--- config.mk ---
export PLATFORM = sky130hd
export DESIGN_NAME = seg7_bcd_scan_flat
export DESIGN_NICKNAME = d
export VERILOG_FILES = /design/src/rtl/seg7_bcd_scan_pkg.sv /design/src/rtl/seg7_bcd_scan_if.sv /design/src/rtl/seg7_decode.sv /design/src/rtl/seg7_bcd_scan.sv /design/src/flat_wrapper.sv
export SDC_FILE = /design/constraint.sdc
export NUM_CORES = 1
export LEC_CHECK = 0
export BUFFER_PORTS_ARGS = -buffer_cell sky130_fd_sc_hd__clkbuf_2
export CORE_ASPECT_RATIO = 1.25
export CORE_MARGIN = 2
export CORE_UTILIZATION = 55
export CTS_BUF_LIST = sky130_fd_sc_hd__clkbuf_16
export CTS_CLUSTER_DIAMETER = 50
export DETAILED_ROUTE_END_ITERATION = 6
export PLACE_DENSITY_LB_ADDON = 0.1
export SYNTH_ARGS = -nofsm -noshare
export SYNTH_HDL_FRONTEND = slang
export SYNTH_SLANG_ARGS = --single-unit
--- constraint.sdc ---
create_clock -name CLK -period 2.6 [get_ports CLK]
set_clock_uncertainty 0.15 [all_clocks]
set_input_delay 0.26 -clock CLK [delete_from_list [all_inputs] [get_ports CLK]]
set_output_delay 0.26 -clock CLK [all_outputs]
set_load 0.05 [all_outputs]
--- src/rtl/seg7_bcd_scan_pkg.sv ---
// Shared segment patterns and conversion FSM states for the BCD display scanner.
package seg7_bcd_scan_pkg;

    typedef logic [15:0] bcd_word_t;

    typedef enum logic [1:0] {
        C_IDLE  = 2'd0,
        C_REQ   = 2'd1,
        C_WAIT  = 2'd2,
        C_LATCH = 2'd3
    } conv_state_e;

    // Active-low {g,f,e,d,c,b,a}
    localparam logic [6:0] SEG_0    = 7'h40;
    localparam logic [6:0] SEG_1    = 7'h79;
    localparam logic [6:0] SEG_2    = 7'h24;
    localparam logic [6:0] SEG_3    = 7'h30;
    localparam logic [6:0] SEG_4    = 7'h19;
    localparam logic [6:0] SEG_5    = 7'h12;
    localparam logic [6:0] SEG_6    = 7'h02;
    localparam logic [6:0] SEG_7    = 7'h78;
    localparam logic [6:0] SEG_8    = 7'h00;
    localparam logic [6:0] SEG_9    = 7'h10;
    localparam logic [6:0] SEG_DASH = 7'h3F;
    localparam logic [6:0] SEG_OFF  = 7'h7F;

    function automatic logic [3:0] anode_sel(input logic [1:0] idx);
        return ~(4'b0001 << idx);
    endfunction

endpackage

--- src/rtl/seg7_bcd_scan_if.sv ---
// Start/done handshake and result word between the binary-to-BCD converter and its consumer.
interface seg7_bcd_scan_if;
    logic                          bcd_start;
    logic                          bcd_done;
    seg7_bcd_scan_pkg::bcd_word_t  bcd_din;

    modport master (output bcd_start, input bcd_done, input bcd_din);
    modport slave  (input bcd_start, output bcd_done, output bcd_din);
endinterface

--- src/rtl/seg7_decode.sv ---
// Nibble to active-low 7-segment pattern; 10-15 render as a dash.
// Latency: combinational.
// Backpressure: none.
module seg7_decode
    import seg7_bcd_scan_pkg::*;
(
    input  logic [3:0] nib_i,
    input  logic       blank_i,
    output logic [6:0] seg_o
);

    always_comb begin
        seg_o = SEG_DASH;
        if (blank_i) begin
            seg_o = SEG_OFF;
        end else begin
            case (nib_i)
                4'd0:    seg_o = SEG_0;
                4'd1:    seg_o = SEG_1;
                4'd2:    seg_o = SEG_2;
                4'd3:    seg_o = SEG_3;
                4'd4:    seg_o = SEG_4;
                4'd5:    seg_o = SEG_5;
                4'd6:    seg_o = SEG_6;
                4'd7:    seg_o = SEG_7;
                4'd8:    seg_o = SEG_8;
                4'd9:    seg_o = SEG_9;
                default: seg_o = SEG_DASH;
            endcase
        end
    end

endmodule

--- src/rtl/seg7_bcd_scan.sv ---
// Periodically requests a BCD conversion, latches the result and scans it onto a 4-digit display.
// Latency: display pins registered, 1 cycle after counter/latch change.
// Backpressure: waits on converter done; abandons a request after TIMEOUT cycles.
module seg7_bcd_scan
    import seg7_bcd_scan_pkg::*;
#(
    parameter int REFRESH_DIV = 5000000,
    parameter int SCAN_DIV    = 100000,
    parameter int BLANK_CYC   = 1000,
    parameter int TIMEOUT     = 1024,
    parameter int DP_POS      = 3
) (
    input  logic                    CLK,
    input  logic                    RSTN,
    seg7_bcd_scan_if.master         cnv,
    output logic [6:0]              seg,
    output logic                    dp,
    output logic [3:0]              an,
    output logic                    disp_valid,
    output logic                    conv_err
);

    localparam int RW = (REFRESH_DIV > 1) ? $clog2(REFRESH_DIV) : 1;
    localparam int SW = (SCAN_DIV > 1)    ? $clog2(SCAN_DIV)    : 1;
    localparam int TW = (TIMEOUT > 1)     ? $clog2(TIMEOUT)     : 1;

    localparam logic [RW-1:0] REF_LAST  = RW'(REFRESH_DIV - 1);
    localparam logic [SW-1:0] SLOT_LAST = SW'(SCAN_DIV - 1);
    localparam logic [SW-1:0] BLANK_LIM = SW'(BLANK_CYC);
    localparam logic [TW-1:0] TMO_LAST  = TW'(TIMEOUT - 1);
    localparam logic [2:0]    DP_SEL    = 3'(DP_POS);
    localparam bit            DP_ON     = (DP_POS < 4);

    conv_state_e   state_q, state_d;
    logic [RW-1:0] ref_q, ref_d;
    logic [TW-1:0] tmo_q, tmo_d;
    bcd_word_t     latch_q, latch_d;
    logic          valid_q, valid_d;
    logic          err_q, err_d;
    logic          start_q, start_d;

    logic [SW-1:0] slot_q, slot_d;
    logic [1:0]    dig_q, dig_d;
    logic [6:0]    seg_q, seg_d;
    logic          dp_q, dp_d;
    logic [3:0]    an_q, an_d;

    logic [3:0]    nib_zero, zero_hi;
    logic [3:0]    dec_nib;
    logic          dec_blank;
    logic [6:0]    dec_seg;

    always_comb begin
        state_d = state_q;
        ref_d   = ref_q;
        tmo_d   = tmo_q;
        latch_d = latch_q;
        valid_d = valid_q;
        err_d   = 1'b0;
        case (state_q)
            C_IDLE: begin
                if (ref_q == REF_LAST) begin
                    ref_d   = '0;
                    tmo_d   = '0;
                    state_d = C_REQ;
                end else begin
                    ref_d = ref_q + 1'b1;
                end
            end
            C_REQ, C_WAIT: begin
                // A single timer covers acceptance and completion together
                if (tmo_q == TMO_LAST) begin
                    err_d   = 1'b1;
                    state_d = C_IDLE;
                end else begin
                    tmo_d = tmo_q + 1'b1;
                    if (state_q == C_REQ && !cnv.bcd_done) begin
                        state_d = C_WAIT;
                    end else if (state_q == C_WAIT && cnv.bcd_done) begin
                        state_d = C_LATCH;
                    end
                end
            end
            C_LATCH: begin
                latch_d = cnv.bcd_din;
                valid_d = 1'b1;
                state_d = C_IDLE;
            end
            default: state_d = C_IDLE;
        endcase
        start_d = (state_d != C_IDLE);
    end

    assign nib_zero = {latch_q[15:12] == 4'd0, latch_q[11:8] == 4'd0,
                       latch_q[7:4]   == 4'd0, latch_q[3:0]  == 4'd0};
    assign zero_hi  = {nib_zero[3], &nib_zero[3:2], &nib_zero[3:1], &nib_zero[3:0]};

    always_comb begin
        slot_d    = (slot_q == SLOT_LAST) ? '0 : slot_q + 1'b1;
        dig_d     = (slot_q == SLOT_LAST) ? dig_q + 1'b1 : dig_q;
        dec_nib   = valid_q ? latch_q[{dig_q, 2'b00} +: 4] : 4'hF;
        // Zeros at or below the decimal point stay lit so "0.05" keeps its leading 0
        dec_blank = valid_q && (dig_q != 2'd0) && zero_hi[dig_q]
                    && !(DP_ON && ({1'b0, dig_q} <= DP_SEL));
        an_d      = 4'hF;
        seg_d     = SEG_OFF;
        dp_d      = 1'b1;
        if (slot_q >= BLANK_LIM) begin
            an_d  = anode_sel(dig_q);
            seg_d = dec_seg;
            dp_d  = !(valid_q && DP_ON && ({1'b0, dig_q} == DP_SEL));
        end
    end

    seg7_decode u_dec (
        .nib_i   (dec_nib),
        .blank_i (dec_blank),
        .seg_o   (dec_seg)
    );

    always_ff @(posedge CLK or negedge RSTN) begin
        if (!RSTN) begin
            state_q <= C_IDLE;
            ref_q   <= '0;
            tmo_q   <= '0;
            latch_q <= '0;
            valid_q <= 1'b0;
            err_q   <= 1'b0;
            start_q <= 1'b0;
            slot_q  <= '0;
            dig_q   <= 2'd0;
            seg_q   <= SEG_OFF;
            dp_q    <= 1'b1;
            an_q    <= 4'hF;
        end else begin
            state_q <= state_d;
            ref_q   <= ref_d;
            tmo_q   <= tmo_d;
            latch_q <= latch_d;
            valid_q <= valid_d;
            err_q   <= err_d;
            start_q <= start_d;
            slot_q  <= slot_d;
            dig_q   <= dig_d;
            seg_q   <= seg_d;
            dp_q    <= dp_d;
            an_q    <= an_d;
        end
    end

    assign cnv.bcd_start = start_q;
    assign seg           = seg_q;
    assign dp            = dp_q;
    assign an            = an_q;
    assign disp_valid    = valid_q;
    assign conv_err      = err_q;

endmodule

--- src/flat_wrapper.sv ---
// flat-port wrapper written by rule: the top's interface ports become plain ports
module seg7_bcd_scan_flat import seg7_bcd_scan_pkg::*;
#(
    parameter int REFRESH_DIV = 5000000,
    parameter int SCAN_DIV    = 100000,
    parameter int BLANK_CYC   = 1000,
    parameter int TIMEOUT     = 1024,
    parameter int DP_POS      = 3
)
  (CLK, RSTN, seg, dp, an, disp_valid, conv_err, cnv_bcd_start, cnv_bcd_done, cnv_bcd_din);
  seg7_bcd_scan_if cnv_i ();
  input  logic CLK;
  input  logic RSTN;
  output logic [6:0] seg;
  output logic dp;
  output logic [3:0] an;
  output logic disp_valid;
  output logic conv_err;
  output wire logic [$bits(cnv_i.bcd_start)-1:0] cnv_bcd_start;
  input wire logic [$bits(cnv_i.bcd_done)-1:0] cnv_bcd_done;
  input wire logic [$bits(cnv_i.bcd_din)-1:0] cnv_bcd_din;
  assign cnv_bcd_start = cnv_i.bcd_start;
  assign cnv_i.bcd_done = cnv_bcd_done;
  assign cnv_i.bcd_din = cnv_bcd_din;
  seg7_bcd_scan #(.REFRESH_DIV(REFRESH_DIV), .SCAN_DIV(SCAN_DIV), .BLANK_CYC(BLANK_CYC), .TIMEOUT(TIMEOUT), .DP_POS(DP_POS)) u_core (.CLK(CLK), .RSTN(RSTN), .cnv(cnv_i), .seg(seg), .dp(dp), .an(an), .disp_valid(disp_valid), .conv_err(conv_err));
endmodule
Yosys cells after proc, flatten, opt, wreduce, memory -nomap -nowiden

Memories as Yosys holds them, arrays and structs flattened.
Index checks and enable logic that the tools add are counted.

Flip-flop bits (word level): 85
Bits in read-only memories: 112
Bits of input ports: 19
Output and inout bits: 15
Logic and storage cells: 56
Memories kept: 1

$add $sub $neg: 4
Magnitude comparators: 1
Eq/ne operators: 9
Shift-type cells: 2
Multiplexer cells: 16
Bitwise logic cells: 1
Reductions and logical operators: 10

Memory list:

| memory           | depth | bits a word | read ports | clocked after Yosys merged registers in | wr ports | line              | source |
|---|---|---|---|---|---|---|---|
| (name not given) | 16    | 7           | 1          | 0                                       | 0        | seg7_decode.sv:17 | `case (nib_i)` |

Operator list:

| cell                                                                | number |
|---|---|
| adder 23 x 1 -> 23 bit, second input constant                       | 1 |
| equality test 23 bit, second input constant                         | 1 |
| two-way mux 23 bit                                                  | 1 |
| two-way mux 10 bit                                                  | 2 |
| one-hot mux 10 bit (2 select lines)                                 | 1 |
| adder 17 x 1 -> 17 bit, second input constant                       | 1 |
| equality test 17 bit, second input constant                         | 1 |
| greater-or-equal comparator 17 x 10 -> 1 bit, second input constant | 1 |
| two-way mux 17 bit                                                  | 1 |
| variable part select 16 x 5 -> 4 bit                                | 1 |
| adder 10 x 1 -> 10 bit, second input constant                       | 1 |
| equality test 10 bit, second input constant                         | 1 |
| two-way mux 2 bit                                                   | 4 |
| two-way mux 4 bit                                                   | 2 |
| two-way mux 7 bit                                                   | 1 |
| equality test 2 bit, second input constant                          | 3 |
| one-hot mux 2 bit (3 select lines)                                  | 1 |
| inverter 4 bit                                                      | 1 |
| nonzero test 2 bit                                                  | 2 |
| left shift 1 x 2 -> 4 bit, first input constant                     | 1 |
| logical AND 1 bit                                                   | 3 |
| two-way mux 1 bit                                                   | 3 |
| AND reduction 3 bit                                                 | 1 |
| adder 2 x 1 -> 2 bit, second input constant                         | 1 |
| other kinds (6)                                                     | 7 |

Depth between registers and ports, before layout

Gate-level depths: netlist (run 1).

Depth after elaboration: 7
Mapped depth: 8
Gate-level depth less buffers: 7

By module

Synthesis (run 1) repeated with hierarchy kept, for this count alone.

Cell total of the unflattened synthesis: 436
Area total of the unflattened synthesis: 4,468.0 um^2

Modules (own cells, without submodules):

| module        | times used | cells an instance | area each (um^2) | sequential area each (um^2) |
|---|---|---|---|---|
| seg7_bcd_scan | 1          | 401               | 4,232.8          | 2,142.1 |
| seg7_decode   | 1          | 35                | 235.2            | 0.0 |

Least setup slack after synthesis (run 1)

Ideal clock, no wire load.

Path type: register -> register
Start: register u_core.tmo_q[0]
End: register u_core.tmo_q[9]
Setup time: 0.110 ns
Arrival: 2.120 ns
Required time: 2.340 ns
Setup slack: 0.220 ns
Stages on the path, launching flop included: 9
Buffers on the path: 3
Cell sequence: dfrtp_1 -> ha_1 -> and4_4 -> buf_6 -> and4_1 -> buf_6 -> or4_1 -> buf_2 -> o41ai_1

Cells in the longest elaborated chain, start to end: 3

Ends and longest elaborated chain:

| element                                                                           | line                                     | source |
|---|---|---|
| start, declared                                                                   | seg7_bcd_scan.sv:36                      | `logic [TW-1:0] tmo_q, tmo_d;` |
| start signal, assigned                                                            | seg7_bcd_scan.sv:138                     | `tmo_q <= tmo_d;` |
| adder 10 x 1 -> 10 bit / equality test 10 bit (equally long branches)             | seg7_bcd_scan.sv:76, seg7_bcd_scan.sv:72 |  |
| two-way mux 10 bit / != test 2 bit (equally long branches)                        | -                                        |  |
| one-hot mux 10 bit (2 select lines) / AND reduction 3 bit (equally long branches) | -                                        |  |

Parallel ways exist; a longest one is shown, timed or not. The select of a mux whose other input is x is not followed.
A chain may end at the register's enable or synchronous reset.

Final worst setup path (run 1)

Start: register u_core.state_q[0]
End: register u_core.tmo_q[9]

Cells in the longest elaborated chain, start to end: 4

Ends and longest elaborated chain:

| element                                                                    | line                 | source |
|---|---|---|
| start, declared                                                            | seg7_bcd_scan.sv:34  | `conv_state_e state_q, state_d;` |
| start signal, assigned                                                     | seg7_bcd_scan.sv:136 | `state_q <= state_d;` |
| equality test 2 bit / equality test 2 x 1 -> 1 bit (equally long branches) | seg7_bcd_scan.sv:60  | `case (state_q)` |
| OR reduction 2 bit                                                         | seg7_bcd_scan.sv:60  |  |
| != test 2 bit (no line) / nonzero test 2 bit (equally long branches)       | -                    |  |
| AND reduction 3 bit (no line)                                              | -                    |  |

Parallel ways exist; a longest one is shown, timed or not.

==> summary.md, run 1 <==
| Metric | Value |
|---|---|
| Leak Pwr | about 2.2 nW |
| Vias in the first global route | a little under 3,000 |
| Max Fclk | between 400 and 500 MHz |
| HP Class | in -> reg |
| Synth cell types | 56 |
| Max-Cap Viols | 0 |
| Routed vias | 2,927 |
| Crit path buf inv count | 2 |
| Die area | ~8400 um2 |
| Crit-path leading delay family | simple AND/OR/NAND/NOR gates |
| WHS | just under 0.01 ns |
| Comb power frac | 3.2% |
| VDD IR max | roughly 390 uV |
| Sequential-to-total area share from yosys stat | 50.6% |
| Clk_lat worst skew | about 0.33 ns |
| Vias per inst | 5.60 |
| Die height | between 100 and 150 um |
| Layout Utilization | between 60 and 70% |
| Worst stage delay on the critical path | around 0.62 ns |
| Worst-case clock buffer depth | 2 |
| Non-filler cells, final | between 500 and 600 |
| Area of the core | ~7400 um2 |
| #FFs+latches synth | 85 |
| Fin area | just under 5000 um2 |
| Worst path required time | ~2.7 ns |
| Predominant post-synthesis flop cell | dfrtp_1 |
| Initial antenna violation count | 0 |
| Max Slew Vio Count | 0 |
| Slew at the pin closest to its max-slew limit | around 0.84 ns |
| Rows | 35 |
| Synth Net Count | just over 400 |
| Unrepaired setup endpoints after global routing | no |
| DR DRC count | 0 |
| Sw frac | about 22% |
| Antenna cells | 0 |
| Setup WS post-layout | 0.269 ns |
| Final setup viols | 0 |
| CP most frequent cell | inv_1 |
| CTS tree | done |
| Routability cong. | 0.810 |
| Drt first pass iters | 5 |
| Critical setup path kind | reg -> reg |
| Final setup TNS | 0 ns |
| CP max FO | 8 |
| Die W | a little over 80 um |
| Largest net degree at the start of global routing | 43 |
| FFs w/ async S/R, synth | 100% |
| Min Tclk post-route | about 2.3 ns |
| Sw Pwr | between 0.5 and 0.6 mW |
| IO Count | 34 |
| Clock Power Share | between 40 and 50% |
| First-pass GRT wire length | about 13 mm |
| Initial Utilization | ~57% |
| Post-Syn Area | 4230 um2 |
| Root Driver | clkbuf_16 |
| Final #Nets | 462 |
| Crit path cell chain | inv_1 -> ha_1 -> inv_1 -> or4_4 -> o41ai_1 |
| Dpl ws | 0.140 ns |
| Clock sink count | 85 |
| Power consumption | 2.61 mW |
| Number of synthesized flops with an enable pin | 0 |
| Syn-to-layout area delta | 14.7% |
| Share of layout cells above drive strength 1 | approximately 25% |
| GRT Total Usage | about a fifth |
| Status | complete, no violations |
| WP data arrival | 2.40 ns |
| Placed standard-cell area | around 4500 um2 |
| 1st-iter DRT viols | approximately 160 |
| Clock Pin Slew Worst Setup and Hold Paths | roughly 0.06 ns |
| Share of power burned in registers | between 50% and 60% |
| Post-Route WL | between 7 and 8 mm |
| Post-Syn Instances | between 300 and 400 |
| Max transition margin | around 43% |
| Num CTS Buffers | 9 |
| CP Launch Type | flip-flop |
| Avg Cell Area, Syn | about 11 um2 |
| Antenna Nets Post-Route | 0 |
| H-tree depth | 3 |
| Inst Count DP | between 500 and 600 |
| Worst path slowest cell | or4_4 |
| Port Buf Inserts | 33 |
| Internal cell power | approximately 2.0 mW |
| Critical Path End Type | flip-flop |
| Period utilization | 89.7% |
| Final hold vios | 0 |
| Yosys warning count | 0 |
| WL per Instance | 15.0 um |
| Total power per unit cell area | around 540 nW/um2 |
| Final HPWL DP | roughly 5.6 mm |
| Gr ovfl total | 0 |
[cell usage in the layout, fill, tap and decap left out, types with 3 or more instances in the layout]
| master | netlist | layout |
|---|---|---|
| xor2_1 | 13 | 13 |
| or2_2 | 3 | 3 |
| o31ai_1 | 7 | 7 |
| nor3_1 | 8 | 8 |
| o41ai_1 | 6 | 6 |
| buf_4 | 0 | 10 |
| and3_1 | 3 | 3 |
| and2_1 | 3 | 3 |
| nand4_1 | 12 | 12 |
| clkbuf_16 | 0 | 9 |
| ha_1 | 17 | 17 |
| nand2_1 | 27 | 27 |
| mux4_2 | 4 | 4 |
| and4_1 | 5 | 5 |
| dfstp_2 | 12 | 12 |
| inv_1 | 18 | 19 |
| nor4_1 | 3 | 3 |
| o21a_1 | 3 | 3 |
| nor2_1 | 35 | 35 |
| mux2_2 | 19 | 19 |
| o21ai_0 | 15 | 15 |
| a21oi_1 | 4 | 4 |
| clkbuf_2 | 1 | 32 |
| nand2b_1 | 5 | 5 |
| nand3_1 | 17 | 17 |
| clkinvlp_4 | 0 | 3 |
| dfrtp_1 | 73 | 73 |
| dlygate4sd3_1 | 0 | 4 |
| nor2b_1 | 4 | 4 |
| xnor2_1 | 20 | 20 |
[cell usage after synthesis, types with 2 or more instances]
cell,instances,area [um2]
and2_1,3,18.8
nand4_1,12,75.1
or3b_2,2,17.5
mux4_2,4,90.1
nor3_1,8,40.0
buf_2,2,10.0
o41ai_1,6,52.6
o21ai_0,15,75.1
o21a_1,3,22.5
dfstp_2,12,315
buf_6,2,22.5
mux2i_1,2,20.0
or2_2,3,18.8
clkbuf_1,4,15.0
nor2b_1,4,25.0
dfrtp_1,73,1830
a21o_1,2,15.0
and4_1,5,43.8
o31ai_1,7,52.6
nand2_1,27,101
a31oi_1,2,12.5
and3_1,3,18.8
nor2_1,35,131
a21oi_1,4,20.0
mux2_2,19,214
and3_2,2,15.0
ha_1,17,213
xor2_1,13,114
nand3_1,17,85.1
inv_1,18,67.6
nand4b_1,2,17.5
nand2b_1,5,31.3
nor4_1,3,18.8
nor4b_4,2,47.6
xnor2_1,20,175
[kinds of logic after synthesis]
logic type	count (synthesis)	share of synthesized area (%)
simple gates	142	18.9
xor+xnor	33	6.83
compound gates	48	7.77
fa+ha+maj	17	5.03
buf+inv	29	3.25
mux	25	7.66
flops	85	50.6
[timing repair]
action / 4_1_cts / 5_1_grt
setup endpoints to repair: 0 / 1
endpoints found under the hold margin: 44 / 0
setup buffers: 0 / 0
hold buffers: 4 / 0
gates resized for setup: 0 / 1
[worst paths after layout]
check                                   from           endpoint  slack (ns)  depth (start not counted)
min                           cnv_bcd_din[9]  u_core.latch_q[9]        0.01                          2
max in group asynchronous               RSTN       u_core.an[3]        1.18                          4
min reg2reg                 u_core.slot_q[0]   u_core.slot_q[0]        0.36                          1
max reg2reg                u_core.state_q[0]    u_core.tmo_q[9]        0.27                          5
max                        u_core.state_q[0]    u_core.tmo_q[9]        0.27                          5
min in group asynchronous               RSTN    u_core.ref_q[9]        0.31                          2
[power groups by stage]
stage | combinational (mW) | sequential, mW | clock [mW]
after detailed placement | 0.0813 | 1.37 | 0
after global routing | 0.0968 | 1.34 | 1.27
after global placement | 0.0790 | 1.37 | 0
after CTS | 0.0862 | 1.34 | 1.21
final | 0.0830 | 1.34 | 1.18
after floorplan | 0.0308 | 1.36 | 0
[final cells by class]
class	count	area, um2
multi-input combinational	265	1960
inverter	18	67.6
clock inverter	7	52.6
clock buffer	9	225
tap	92	115
fill	590	2550
timing repair buffer	47	295
sequential	85	2140
[flip-flops by register name, summed over array words and instances, names as in the netlist]
name and count:
u_core.cnv.bcd_start 1, u_core.disp_valid 1, u_core.tmo_q 10, u_core.an 4
u_core.latch_q 16, u_core.slot_q 17, u_core.conv_err 1, u_core.dp 1
u_core.ref_q 23, u_core.state_q 2, u_core.dig_q 2, u_core.seg 7
[routing by layer]
layer | global-route usage (%) | part of all wire [%] | wire length (um) | up-vias
met1 | 26.3 | 44 | 3460 | 1426
met2 | 34.7 | 52 | 4060 | 53
met4 | 6.79 | 1.0 | 80 | 0
li1 | - | - | - | 1440
met3 | 4.95 | 3.4 | 265 | 8
met5 | 0 | 0 | 0 | -
No activity file was read; power rests on OpenSTA's default activity.
==> run 2, diff against run 1 <==
--- a/config.mk
+++ b/config.mk
@@ -5,6 +5,7 @@
 export SDC_FILE = /design/constraint.sdc
 export NUM_CORES = 1
 export LEC_CHECK = 0
+export ABC_AREA = 1
 export BUFFER_PORTS_ARGS = -buffer_cell sky130_fd_sc_hd__clkbuf_2
 export CORE_ASPECT_RATIO = 1.25
 export CORE_MARGIN = 2
==> run 2 against run 1 <==
Net effect: critical path depth up 3; setup slack better by 0.29 ns; first-iteration DRC count up 96%; final cell count up 66%; critical path type unchanged; largest power group unchanged.
==> summary.md, run 2 <==
| Metric | Value |
|---|---|
| Routability cong. | around 0.90 |
| Critical path origin | u_core.state_q[0] |
| GRT Total Usage | a little under a quarter |
| #FFs+latches synth | 85 |
| Max-Cap Viols | 0 |
| CP Launch Type | flip-flop |
| Sw Pwr | 1.65 mW |
| Worst path required time | about 2.7 ns |
| Post-synth top area share | approximately 36% |
| Post-Route WL | 10.8 mm |
| Internal cell power | roughly 2.9 mW |
| Sequential-to-total area share from yosys stat | a little over two fifths |
| Synth area leaders | dfrtp_1 (36%), nand2_1 (17%), nand3_1 (6.5%) |
| Synth cell types | 41 |
| Clock Power Share | between 30% and 40% |
| Root Driver | clkbuf_16 |
| Sw frac | between 30% and 40% |
| IO Count | 34 |
| Max Slew Vio Count | 0 |
| Final hold vios | 0 |
| WP data arrival | ~2.1 ns |
| Vias in the first global route | 4,370 |
| Worst stage delay on the critical path | around 0.47 ns |
| Compound-Gate Fraction of Synth Area | under 10% |
| Slew at the pin closest to its max-slew limit | roughly 0.65 ns |
| Synth Net Count | 721 |
| Simple-gate share of the synthesized area | about two fifths |
| Critical setup path kind | reg -> reg |
| Die area | about 10000 um2 |
| Rows | 39 |
| Num CTS Buffers | 9 |
| Vias per inst | between 5 and 6 |
| CTS tree | done |
| Clk_lat worst skew | 0.34 ns |
| HP Class | in -> reg |
| VDD IR max | 763 uV |
| Die height | roughly 110 um |
| Most frequent cell after synthesis | nand2_1 |
| Drt first pass iters | 7 |
| Dpl ws | ~0.57 ns |
| Post-synth top area cell | dfrtp_1 |
| CP max FO | 12 |
| FFs w/ async S/R, synth | between 90% and 100% |
| Yosys warning count | 0 |
| Share of power burned in registers | 39.3% |
| Share of layout cells above drive strength 1 | between 10% and 20% |
| Crit path cell chain | inv_1 -> ha_1 -> buf_4 -> nand3_2 -> nor2_4 -> nand3_1 -> nand2_1 -> a21oi_1 |
| Period utilization | 78.4% |
| Min Tclk post-route | slightly above 2 ns |
| Max Fclk | 491 MHz |
| Max transition margin | 57.0% |
| Worst path slowest cell | ha_1 |
| Area of the core | ~9000 um2 |
| Final setup TNS | 0 ns |
| Die W | just under 90 um |
| Port Buf Inserts | 33 |
| 1st-iter DRT viols | roughly 320 |
| Clock Pin Slew Worst Setup and Hold Paths | ~0.06 ns |
| Final HPWL DP | around 7.8 mm |
| Leak Pwr | ~2.9 nW |
| Commonest cells in the netlist | nand2_1 (233), nor2_1 (84), inv_1 (79) |
| H-tree depth | 3 |
| Critical Path End Type | flip-flop |
| Antenna Nets Post-Route | 0 |
| Post-CTS Setup Inserts | 0 |
| Routed vias | about 4,500 |
| Biggest regs | u_core.ref_q (23), u_core.slot_q (17), u_core.latch_q (16) |
| Reg2reg start | u_core.state_q[0] |
| Final #Nets | ~780 |
| Unrepaired setup endpoints after global routing | no |
| Fillers | 767 |
| Clock sink count | 85 |
| Max reg flops | 23 |
| Syn-to-layout area delta | 15.7% |
| Predominant post-synthesis flop cell | dfrtp_1 |
| Initial Utilization | a little under three fifths |
| Register with the most flip-flops | u_core.ref_q |
| Gr ovfl total | 0 |
| Hold Startpoint | cnv_bcd_done |
| First-pass GRT wire length | about 19 mm |
| Largest net degree at the start of global routing | 46 |
| Initial antenna violation count | 0 |
| Post-Syn Area | a little over 5000 um2 |
| Worst-case clock buffer depth | 2 |
| Number of synthesized flops with an enable pin | 0 |
| Comb power frac | between 20% and 30% |
| Setup WS post-layout | around 0.56 ns |
| WL per Instance | 12.4 um |
| Multiplexer share of the synthesized area | 0.199% |
| Final setup viols | 0 |
| Antenna cells | 0 |
| Post-Syn Instances | 685 |
| Avg Cell Area, Syn | ~7.3 um2 |
| Main combinational cell family by area after synthesis | simple AND/OR/NAND/NOR gates |
| Post-Synth XOR/XNOR Area | 2.61% |
| Status | complete, no violations |
| Layout Utilization | 64.4% |
| Most frequent cells in the layout | nand2_1 (233), nor2_1 (84), inv_1 (79) |
| DR DRC count | 0 |
| Adder-cell share of the synthesized area | 4.23% |
| Most common cell after layout, fill and taps aside | nand2_1 |
| Total power per unit cell area | approximately 780 nW/um2 |
run 2: changes by cell type in the layout (fill, tap and decap cells not counted), moves of 8 or more:
cell and change:
nand2_1 +206, inv_1 +60, nor2_1 +49, nand3_1 +48, mux2_2 -19, xnor2_1 -18, dlygate4sd3_1 +13, nand2_2 +8
run 2: area by class of cell:
class / count / area [um2] / area share [%]
repair buffers: 53 / 373 / 6.41
clock buffers: 9 / 225 / 3.87
multi-input cells: 502 / 2490 / 42.9
flip-flops and latches: 85 / 2140 / 36.8
well taps: 123 / 154 / 2.65
clock inverters: 7 / 95.1 / 1.64
inverters: 88 / 334 / 5.74
run 2: per-layer routing:
metal | vias to the layer above | part of all wire [%] | track usage (%)
met5 | - | 0 | 0
met4 | 0 | 2.8 | 11.6
met3 | 27 | 3.3 | 2.83
met2 | 129 | 52 | 40.4
met1 | 2067 | 42 | 28.3
li1 | 2247 | - | -
run 2: worst paths after layout:
| kind | endpoint | slack (ns) | cells past startpoint |
|---|---|---|---|
| hold / removal | u_core.state_q[0] | 0.14 | 3 |
| hold reg to reg | u_core.latch_q[2] | 0.32 | 2 |
| setup reg to reg | u_core.ref_q[12] | 0.56 | 8 |
| min in group asynchronous | u_core.slot_q[2] | 0.31 | 2 |
| max in group asynchronous | u_core.latch_q[14] | 1.38 | 3 |
| setup / recovery | u_core.ref_q[12] | 0.56 | 8 |
run 2: worst max-delay path: cells and delay by family (launching register included):
family,cells,cell delay [ns]
adders and majority gates,1,0.47
DFF,1,0.41
and+or+nand+nor,4,0.47
AOI/OAI and AO/OA,1,0.05
buffers and inverters,2,0.38
run 2: power by group through the flow:
stage          logic [mW]  clock network [mW]  registers [mW]
6_report             1.35                1.39            1.78
5_1_grt              1.53                1.48            1.81
4_1_cts              1.35                1.42            1.77
3_5_place_dp         1.32                   0            1.80
3_3_place_gp         1.30                   0            1.80
2_1_floorplan        1.02                   0            1.75
run 2: repair_timing:
item	in CTS	in global routing
resized for setup	0	0
hold buffers	17	0
endpoints found under the hold margin	48	0
run 2: cells by family after synthesis:
group | Yosys count
and+or+nand+nor | 441
DFF | 85
muxes | 1
adders and majority gates | 17
AOI/OAI and AO/OA | 28
xor gates and xnor gates | 15
buffers and inverters | 98
run 2: metrics by stage:
stage          instances  area (um2)  total power [mW]  hold WS, ns
6_report             867        5820              4.52        0.138
5_1_grt              867        5820              4.82        0.183
4_1_cts              867        5820              4.54        0.133
3_5_place_dp         834        5330              3.12        0.146
3_3_place_gp         834        5330              3.09        0.144
2_1_floorplan        685        5030              2.77       -0.186
